### src/rtl/qspi_flash_responder.sv
// -----------------------------------------------------------------------------
// qspi_flash_responder
// Flash end of the quad-I/O XIP read link. Decodes the quad fast-read command
// (CMD_QREAD), collects a 24-bit address and mode byte, waits DUMMY_CYCLES sck
// rises, then streams bytes fetched from a synchronous byte-wide memory back
// over SIO[3:0], high nibble first, one nibble per falling sck edge.
//
// Optional build macro: QSPI_RESP_CONT_READ_EN
//   Defined   : mode byte with [5:4] == 2'b10 arms continuous read; the next
//               transaction starts at the address phase (no command phase).
//   Undefined : mode byte is captured and ignored; every transaction starts
//               with a command phase.
//
// Ports
//   HCLK       in   system clock (sck is a synchronous, HCLK-registered input)
//   HRESETn    in   asynchronous active-low reset
//   sck        in   serial clock from the controller
//   ce_n       in   chip enable, active low
//   din[3:0]   in   SIO lines as driven by the controller
//   dout[3:0]  out  SIO data driven by the responder
//   douten[3:0]out  per-line output enable (all on or all off)
//   mem_addr   out  byte address to backing memory
//   mem_rd     out  single-cycle read strobe
//   mem_rdata  in   read data, valid the cycle after mem_rd
// -----------------------------------------------------------------------------
module qspi_flash_responder #(
   parameter int unsigned DUMMY_CYCLES = 4,
   parameter logic [7:0]  CMD_QREAD    = 8'hEB
) (
   input  logic        HCLK,
   input  logic        HRESETn,
   input  logic        sck,
   input  logic        ce_n,
   input  logic [3:0]  din,
   output logic [3:0]  dout,
   output logic [3:0]  douten,
   output logic [23:0] mem_addr,
   output logic        mem_rd,
   input  logic [7:0]  mem_rdata
);

   localparam int unsigned CNT_W  = 4;
   localparam int unsigned ADDR_W = 24;

   localparam logic [CNT_W-1:0]  CNT_ONE    = CNT_W'(1);
   localparam logic [CNT_W-1:0]  CMD_LAST   = CNT_W'(7);
   localparam logic [CNT_W-1:0]  ADDR_LAST  = CNT_W'(5);
   localparam logic [CNT_W-1:0]  MODE_LAST  = CNT_W'(1);
   localparam logic [CNT_W-1:0]  DUMMY_LAST = CNT_W'(DUMMY_CYCLES - 1);
   localparam logic [ADDR_W-1:0] ADDR_ONE   = ADDR_W'(1);

   typedef enum logic [2:0] {
      ST_IDLE, ST_CMD, ST_ADDR, ST_MODE, ST_DUMMY, ST_DATA, ST_IGNORE
   } state_t;

   state_t            r_state, w_state_nxt, w_phase, w_start_state;

   logic              r_sck_q;
   logic              w_rise, w_fall;

   logic [CNT_W-1:0]  r_cnt, w_cnt_nxt;
   logic [6:0]        r_cmd, w_cmd_nxt;
   logic [7:0]        w_cmd_byte;
   logic [ADDR_W-1:0] r_addr, w_addr_nxt;
   logic [7:0]        r_mode, w_mode_nxt;
   logic [7:0]        w_mode_byte;
   logic [7:0]        r_buf, w_buf_nxt, w_buf_src;
   logic [7:0]        r_pref, w_pref_nxt, w_pref_src;
   logic              r_lo_next, w_lo_next_nxt;
   logic              r_dummy_done, w_dummy_done_nxt;
   logic              r_rd_pref, w_rd_pref_nxt;
   logic              r_rd_d1, r_rd_pref_d1;

   logic [3:0]        r_dout, w_dout_nxt;
   logic [3:0]        r_douten, w_douten_nxt;
   logic [ADDR_W-1:0] r_mem_addr, w_mem_addr_nxt;
   logic              r_mem_rd, w_mem_rd_nxt;

   // Upper mode bits are only meaningful with continuous read enabled.
   logic              w_unused;
   assign w_unused = ^r_mode;

`ifdef QSPI_RESP_CONT_READ_EN
   logic              r_cont, w_cont_nxt;
   assign w_start_state = r_cont ? ST_ADDR : ST_CMD;
`else
   assign w_start_state = ST_CMD;
`endif

   assign w_rise      = sck & ~r_sck_q;
   assign w_fall      = ~sck & r_sck_q;
   assign w_cmd_byte  = {r_cmd, din[0]};
   assign w_mode_byte = {r_mode[3:0], din};

   // Read data lands the cycle after the strobe; forward it when it is needed
   // in the same cycle it is being captured.
   assign w_buf_src  = (r_rd_d1 && !r_rd_pref_d1) ? mem_rdata : r_buf;
   assign w_pref_src = (r_rd_d1 &&  r_rd_pref_d1) ? mem_rdata : r_pref;

   // Phase this cycle's sck edge belongs to; IDLE folds into the first phase
   // so a rise coincident with ce_n falling is taken as the first bit.
   always_comb begin
      w_phase = r_state;
      if (r_state == ST_IDLE && !ce_n) w_phase = w_start_state;
   end

   // State register
   always_ff @(posedge HCLK or negedge HRESETn) begin
      if (!HRESETn) r_state <= ST_IGNORE;   // wait for ce_n high before any transaction
      else          r_state <= w_state_nxt;
   end

   // Next-state logic
   always_comb begin
      w_state_nxt = w_phase;
      if (ce_n) begin
         w_state_nxt = ST_IDLE;
      end else begin
         case (w_phase)
            ST_CMD:   if (w_rise && r_cnt == CMD_LAST)
                         w_state_nxt = (w_cmd_byte == CMD_QREAD) ? ST_ADDR : ST_IGNORE;
            ST_ADDR:  if (w_rise && r_cnt == ADDR_LAST) w_state_nxt = ST_MODE;
            ST_MODE:  if (w_rise && r_cnt == MODE_LAST) w_state_nxt = ST_DUMMY;
            ST_DUMMY: if (w_fall && r_dummy_done)        w_state_nxt = ST_DATA;
            default:  ;
         endcase
      end
   end

   // Output / datapath next values
   always_comb begin
      w_cnt_nxt        = r_cnt;
      w_cmd_nxt        = r_cmd;
      w_addr_nxt       = r_addr;
      w_mode_nxt       = r_mode;
      w_buf_nxt        = r_buf;
      w_pref_nxt       = r_pref;
      w_lo_next_nxt    = r_lo_next;
      w_dummy_done_nxt = r_dummy_done;
      w_dout_nxt       = r_dout;
      w_douten_nxt     = r_douten;
      w_mem_addr_nxt   = r_mem_addr;
      w_mem_rd_nxt     = 1'b0;
      w_rd_pref_nxt    = 1'b0;
`ifdef QSPI_RESP_CONT_READ_EN
      w_cont_nxt       = r_cont;
`endif

      // Capture returning read data into buffer or prefetch register.
      if (r_rd_d1) begin
         if (r_rd_pref_d1) w_pref_nxt = mem_rdata;
         else              w_buf_nxt  = mem_rdata;
      end

      if (ce_n) begin
         w_cnt_nxt        = '0;
         w_douten_nxt     = 4'h0;
         w_lo_next_nxt    = 1'b0;
         w_dummy_done_nxt = 1'b0;
      end else begin
         case (w_phase)
            ST_CMD: if (w_rise) begin
               w_cmd_nxt = w_cmd_byte[6:0];
               w_cnt_nxt = (r_cnt == CMD_LAST) ? '0 : r_cnt + CNT_ONE;
            end
            ST_ADDR: if (w_rise) begin
               w_addr_nxt = {r_addr[ADDR_W-5:0], din};
               w_cnt_nxt  = (r_cnt == ADDR_LAST) ? '0 : r_cnt + CNT_ONE;
            end
            ST_MODE: if (w_rise) begin
               w_mode_nxt = w_mode_byte;
               if (r_cnt == MODE_LAST) begin
                  w_cnt_nxt      = '0;
                  w_mem_addr_nxt = r_addr;
                  w_mem_rd_nxt   = 1'b1;
`ifdef QSPI_RESP_CONT_READ_EN
                  w_cont_nxt     = (w_mode_byte[5:4] == 2'b10);
`endif
               end else begin
                  w_cnt_nxt = r_cnt + CNT_ONE;
               end
            end
            ST_DUMMY: begin
               if (w_rise && !r_dummy_done) begin
                  if (r_cnt == DUMMY_LAST) w_dummy_done_nxt = 1'b1;
                  else                     w_cnt_nxt        = r_cnt + CNT_ONE;
               end
               // First data nibble: high half of the first byte, prefetch next.
               if (w_fall && r_dummy_done) begin
                  w_buf_nxt        = w_buf_src;
                  w_dout_nxt       = w_buf_src[7:4];
                  w_douten_nxt     = 4'hF;
                  w_lo_next_nxt    = 1'b1;
                  w_dummy_done_nxt = 1'b0;
                  w_cnt_nxt        = '0;
                  w_mem_addr_nxt   = r_mem_addr + ADDR_ONE;
                  w_mem_rd_nxt     = 1'b1;
                  w_rd_pref_nxt    = 1'b1;
               end
            end
            ST_DATA: if (w_fall) begin
               if (r_lo_next) begin
                  w_dout_nxt    = r_buf[3:0];
                  w_lo_next_nxt = 1'b0;
               end else begin
                  w_buf_nxt      = w_pref_src;
                  w_dout_nxt     = w_pref_src[7:4];
                  w_lo_next_nxt  = 1'b1;
                  w_mem_addr_nxt = r_mem_addr + ADDR_ONE;
                  w_mem_rd_nxt   = 1'b1;
                  w_rd_pref_nxt  = 1'b1;
               end
            end
            ST_IGNORE: w_douten_nxt = 4'h0;
            default:   ;
         endcase
      end
   end

   // Datapath and output registers
   always_ff @(posedge HCLK or negedge HRESETn) begin
      if (!HRESETn) begin
         r_sck_q      <= 1'b0;
         r_cnt        <= '0;
         r_cmd        <= '0;
         r_addr       <= '0;
         r_mode       <= '0;
         r_buf        <= '0;
         r_pref       <= '0;
         r_lo_next    <= 1'b0;
         r_dummy_done <= 1'b0;
         r_rd_pref    <= 1'b0;
         r_rd_d1      <= 1'b0;
         r_rd_pref_d1 <= 1'b0;
         r_dout       <= 4'h0;
         r_douten     <= 4'h0;
         r_mem_addr   <= '0;
         r_mem_rd     <= 1'b0;
      end else begin
         r_sck_q      <= sck;
         r_cnt        <= w_cnt_nxt;
         r_cmd        <= w_cmd_nxt;
         r_addr       <= w_addr_nxt;
         r_mode       <= w_mode_nxt;
         r_buf        <= w_buf_nxt;
         r_pref       <= w_pref_nxt;
         r_lo_next    <= w_lo_next_nxt;
         r_dummy_done <= w_dummy_done_nxt;
         r_rd_pref    <= w_rd_pref_nxt;
         r_rd_d1      <= r_mem_rd;
         r_rd_pref_d1 <= r_rd_pref;
         r_dout       <= w_dout_nxt;
         r_douten     <= w_douten_nxt;
         r_mem_addr   <= w_mem_addr_nxt;
         r_mem_rd     <= w_mem_rd_nxt;
      end
   end

`ifdef QSPI_RESP_CONT_READ_EN
   // Continuous-read arm flag
   always_ff @(posedge HCLK or negedge HRESETn) begin
      if (!HRESETn) r_cont <= 1'b0;
      else          r_cont <= w_cont_nxt;
   end
`endif

   assign dout     = r_dout;
   assign douten   = r_douten;
   assign mem_addr = r_mem_addr;
   assign mem_rd   = r_mem_rd;

endmodule

### config.mk
export PLATFORM = sky130hd
export DESIGN_NAME = qspi_flash_responder
export DESIGN_NICKNAME = d
export VERILOG_FILES = /design/src/rtl/qspi_flash_responder.sv
export SDC_FILE = /design/constraint.sdc
export NUM_CORES = 1
export LEC_CHECK = 0
export ABC_AREA = 1
export CAP_MARGIN = 15
export CELL_PAD_IN_SITES_DETAIL_PLACEMENT = 1
export CELL_PAD_IN_SITES_GLOBAL_PLACEMENT = 1
export CORE_MARGIN = 10
export CORE_UTILIZATION = 42
export CTS_CLUSTER_DIAMETER = 120
export DETAILED_ROUTE_END_ITERATION = 10
export PLACE_DENSITY_LB_ADDON = 0.1
export SLEW_MARGIN = 5
export SYNTH_ARGS = -nofsm -noshare
export SYNTH_HDL_FRONTEND = slang
export SYNTH_SLANG_ARGS = --single-unit
### constraint.sdc
create_clock -name HCLK -period 2.1 [get_ports HCLK]
set_input_delay 0.525 -clock HCLK [delete_from_list [all_inputs] [get_ports HCLK]]
set_output_delay 0.525 -clock HCLK [all_outputs]
set_load 0.1 [all_outputs]
==> flow_summary.json <==
{
  "crit_top_cell": "nand2_1",
  "tns_ns": 0,
  "cts.reportedPaths.clkPinSlew_ns": 0.07,
  "vdd_ir_drop_max_v": 0.0004032,
  "synth_edf_count": 0,
  "die-area_um2": 16630,
  "synth.top_cell.area_share": 0.4415,
  "wire_per_inst_um": 16.57,
  "power_density_nw_per_um2": 1011,
  "syn2layout_area_growth_pct": 25.92,
  "tritoncts": "built",
  "place_area_um2": 5981,
  "die_w_um": 129.0,
  "clock_tree.root_cell": "clkbuf_16",
  "clock-sinks": 90,
  "synthCells": 665,
  "critPathMaxFanout": 29,
  "portBuffers": 48,
  "status": "finished, final reports clean",
  "drt_iter0_drc": 230,
  "hpwl_mm": 10.81,
  "overflow": 0,
  "ys.warnings.count": 0,
  "start_util": 0.4331,
  "fin_nets": 744,
  "syn_nets": 684,
  "slew_headroom": 0.7052,
  "ys_top_cells_by_area": "dfrtp_1 (44%), nand2_1 (14%), nor2_1 (7.1%), inv_1 (5.3%), o21ai_0 (5.3%)",
  "cp-end-kind": "flop",
  "synth_top_area_cell": "dfrtp_1",
  "fillers": 1428,
  "r2r-end": "mem_addr[14]$_DFFE_PN0P_",
  "syn_avg_cell_area_um2": 7.500,
  "required_ns": 2.34,
  "clock_skew_ns": 0.004122,
  "tightest_slew_ns": 0.4411,
  "cap_violations": 0,
  "wl_mm": 14.46,
  "stdcell_area_um2": 6280,
  "finalSetupViolations": 0,
  "grt_max_degree": 41,
  "worstSetupPathType": "primary input to flop",
  "drv_slew": 0,
  "min_period_over_period": 0.9095,
  "synth_ff_type": "dfrtp_1",
  "fin_crit_ns": 1.910,
  "r2r_start": "mem_addr[0]$_DFFE_PN0P_",
  "drc": 0,
  "worstSkewPairLatency_ns": 0.35,
  "die_y_um": 129.0,
  "synth-async-reset-ratio": 1.000,
  "max_freq_mhz": 523.6,
  "hold_path.class": "primary input to asynchronous set/reset pin",
  "first_global_vias": 4932,
  "synthDistinctLibCells": 42,
  "crit_family": "simple AND/OR/NAND/NOR gates",
  "cts.path.max_buffers": 2,
  "via_per_inst": 5.187,
  "ios": 49,
  "ctsHoldBuffers": 0,
  "hold_violations": 0,
  "drive_gt1_frac": 0.1562,
  "synth.most_common_cell": "nand2_1",
  "rrSetupSlack_ns": 0.23,
  "grtUsageTotal": 0.1841,
  "cts_made_buffers": 9,
  "fp.coreArea_um2": 11520,
  "arrival_ns": 2.15,
  "antenna_cells": 0,
  "ys_seq_elements": 90,
  "syn_area_um2": 4987,
  "leakage_nw": 2.977,
  "dr.pass1.iters": 4,
  "max_stage_delay_ns": 0.43,
  "slowest_stage": "clkdlybuf4s50_1",
  "rsz0062_at_grt": "false",
  "crit_chain": "clkdlybuf4s50_1 -> inv_2 -> nand2_1 -> nor2_1 -> nand2_4 -> nand2_2 -> nor2_2 -> nor2_4 -> buf_12 -> nand2_1 -> nand2_1 -> nand2_1",
  "gp_congestion": 0.8629,
  "synthTopCellsByCount": "nand2_1 (182), nor2_1 (94), dfrtp_1 (88)",
  "synth.yosys.seq_area_share": 0.4521,
  "ff2ff_path_depth": 8,
  "power_w": 0.006346,
  "critPathLaunchType": "primary input",
  "htreeDepth": 3,
  "rows": 39,
  "antenna_found_initial": 0,
  "grt_pass1_wl_mm": 24.59,
  "ant_nets": 0,
  "path_buf_inv": 3,
  "vias": 4528
}
sequential cells by signal (all words and copies together) (netlist names):
name and count:
r_pref 8, mem_rd 1, r_lo_next 1, douten 1, r_buf 8, r_state 3, dout 4, r_sck_q 1
r_dummy_done 1, r_cnt 4, r_cmd 7, r_addr 24, mem_addr 24, r_rd_pref 1, r_rd_pref_d1 1, r_rd_d1 1
kinds of logic after synthesis:
kind of cell / after synthesis / synth area share
AND/OR/NAND/NOR: 347 / 0.2985
multiplexers: 10 / 0.02183
buffers and inverters: 98 / 0.08605
AO/OA/AOI/OAI: 113 / 0.1269
flip-flops: 90 / 0.4521
adder cells (fa/ha/maj): 3 / 0.007527
XOR/XNOR: 4 / 0.007026
cell usage in the layout, fill, tap and decap left out, types with 2 or more instances in the layout:
cell type / synthesis / layout
nand2_1: 182 / 182
nor2_1: 94 / 93
dfrtp_1: 88 / 86
inv_1: 71 / 71
o21ai_0: 53 / 53
a21oi_1: 32 / 32
buf_12: 0 / 31
nand3_1: 30 / 30
buf_4: 4 / 26
clkdlybuf4s50_1: 0 / 14
o211ai_1: 10 / 10
clkbuf_16: 0 / 9
nand4_1: 8 / 8
nor2_4: 6 / 7
mux2_2: 7 / 7
nand3b_1: 6 / 6
nand2_2: 5 / 5
inv_2: 4 / 4
nor3_1: 4 / 4
or2_2: 4 / 4
o21ai_1: 4 / 4
mux2i_1: 3 / 3
nor2_2: 3 / 3
xor2_1: 3 / 3
ha_1: 3 / 3
clkinv_4: 0 / 3
nand2_4: 2 / 2
a21boi_0: 2 / 2
a31oi_1: 2 / 2
o21ai_2: 2 / 2
o22ai_1: 2 / 2
and2_1: 2 / 2
clkbuf_8: 0 / 2
dfrtp_2: 0 / 2
dfstp_2: 2 / 2
per-layer routing:
metal | GRT usage | vias up | share of wire
li1 | - | 2240 | -
met2 | 0.2982 | 79 | 0.46
met4 | 0.07090 | 0 | 0.019
met5 | 0 | - | 0
met1 | 0.2361 | 2186 | 0.48
met3 | 0.03943 | 23 | 0.043
power breakdown:
part | total (W) | switching, W | internal, W
sequential | 0.00234 | 0.000348 | 0.00199
clock | 0.00159 | 0.000722 | 0.000872
combinational | 0.00242 | 0.00166 | 0.000758
total | 0.00635 | 0.00273 | 0.00362
stage by stage:
stage | utilization | hold WS, ns | cells | worst slack (ns)
finish | 0.5453 | 0.1080 | 873 | 0.1900
global route | 0.5453 | 0.1271 | 873 | 0.03838
CTS | 0.5447 | 0.1119 | 873 | 0.1145
detailed placement | 0.5193 | 0.3563 | 857 | -0.1757
global placement | 0.5193 | 0.3311 | 857 | -0.1006
floorplan | - | 0.2294 | 665 | 0.04349
final cells by class:
cell class | count | area [um2] | area share
multi-input combinational | 477 | 2311 | 0.3680
sequential | 90 | 2257 | 0.3594
timing repair buffer | 71 | 955.9 | 0.1522
inverter | 76 | 285.3 | 0.04543
clock buffer | 11 | 252.7 | 0.04025
tap | 143 | 178.9 | 0.02849
clock inverter | 5 | 38.79 | 0.006177
how the worst max path moves through the flow:
stage          cells past startpoint                       end                     from
2_1_floorplan                      8  mem_addr[16]$_DFFE_PN0P_  mem_addr[3]$_DFFE_PN0P_
3_3_place_gp                      12  mem_addr[16]$_DFFE_PN0P_                      sck
3_5_place_dp                      12  mem_addr[16]$_DFFE_PN0P_                      sck
4_1_cts                            9  mem_addr[16]$_DFFE_PN0P_  mem_addr[0]$_DFFE_PN0P_
5_1_grt                            9  mem_addr[16]$_DFFE_PN0P_  mem_addr[0]$_DFFE_PN0P_
6_report                          12  mem_addr[16]$_DFFE_PN0P_                      sck
what timing repair did:
| action | in CTS | in global routing |
|---|---|---|
| hold endpoints to repair | 0 | 0 |
| setup endpoints to repair | 0 | 1 |
| setup buffers | 0 | 0 |
| resized for setup | 0 | 2 |
Note: power is estimated with default switching activity, not from simulation.
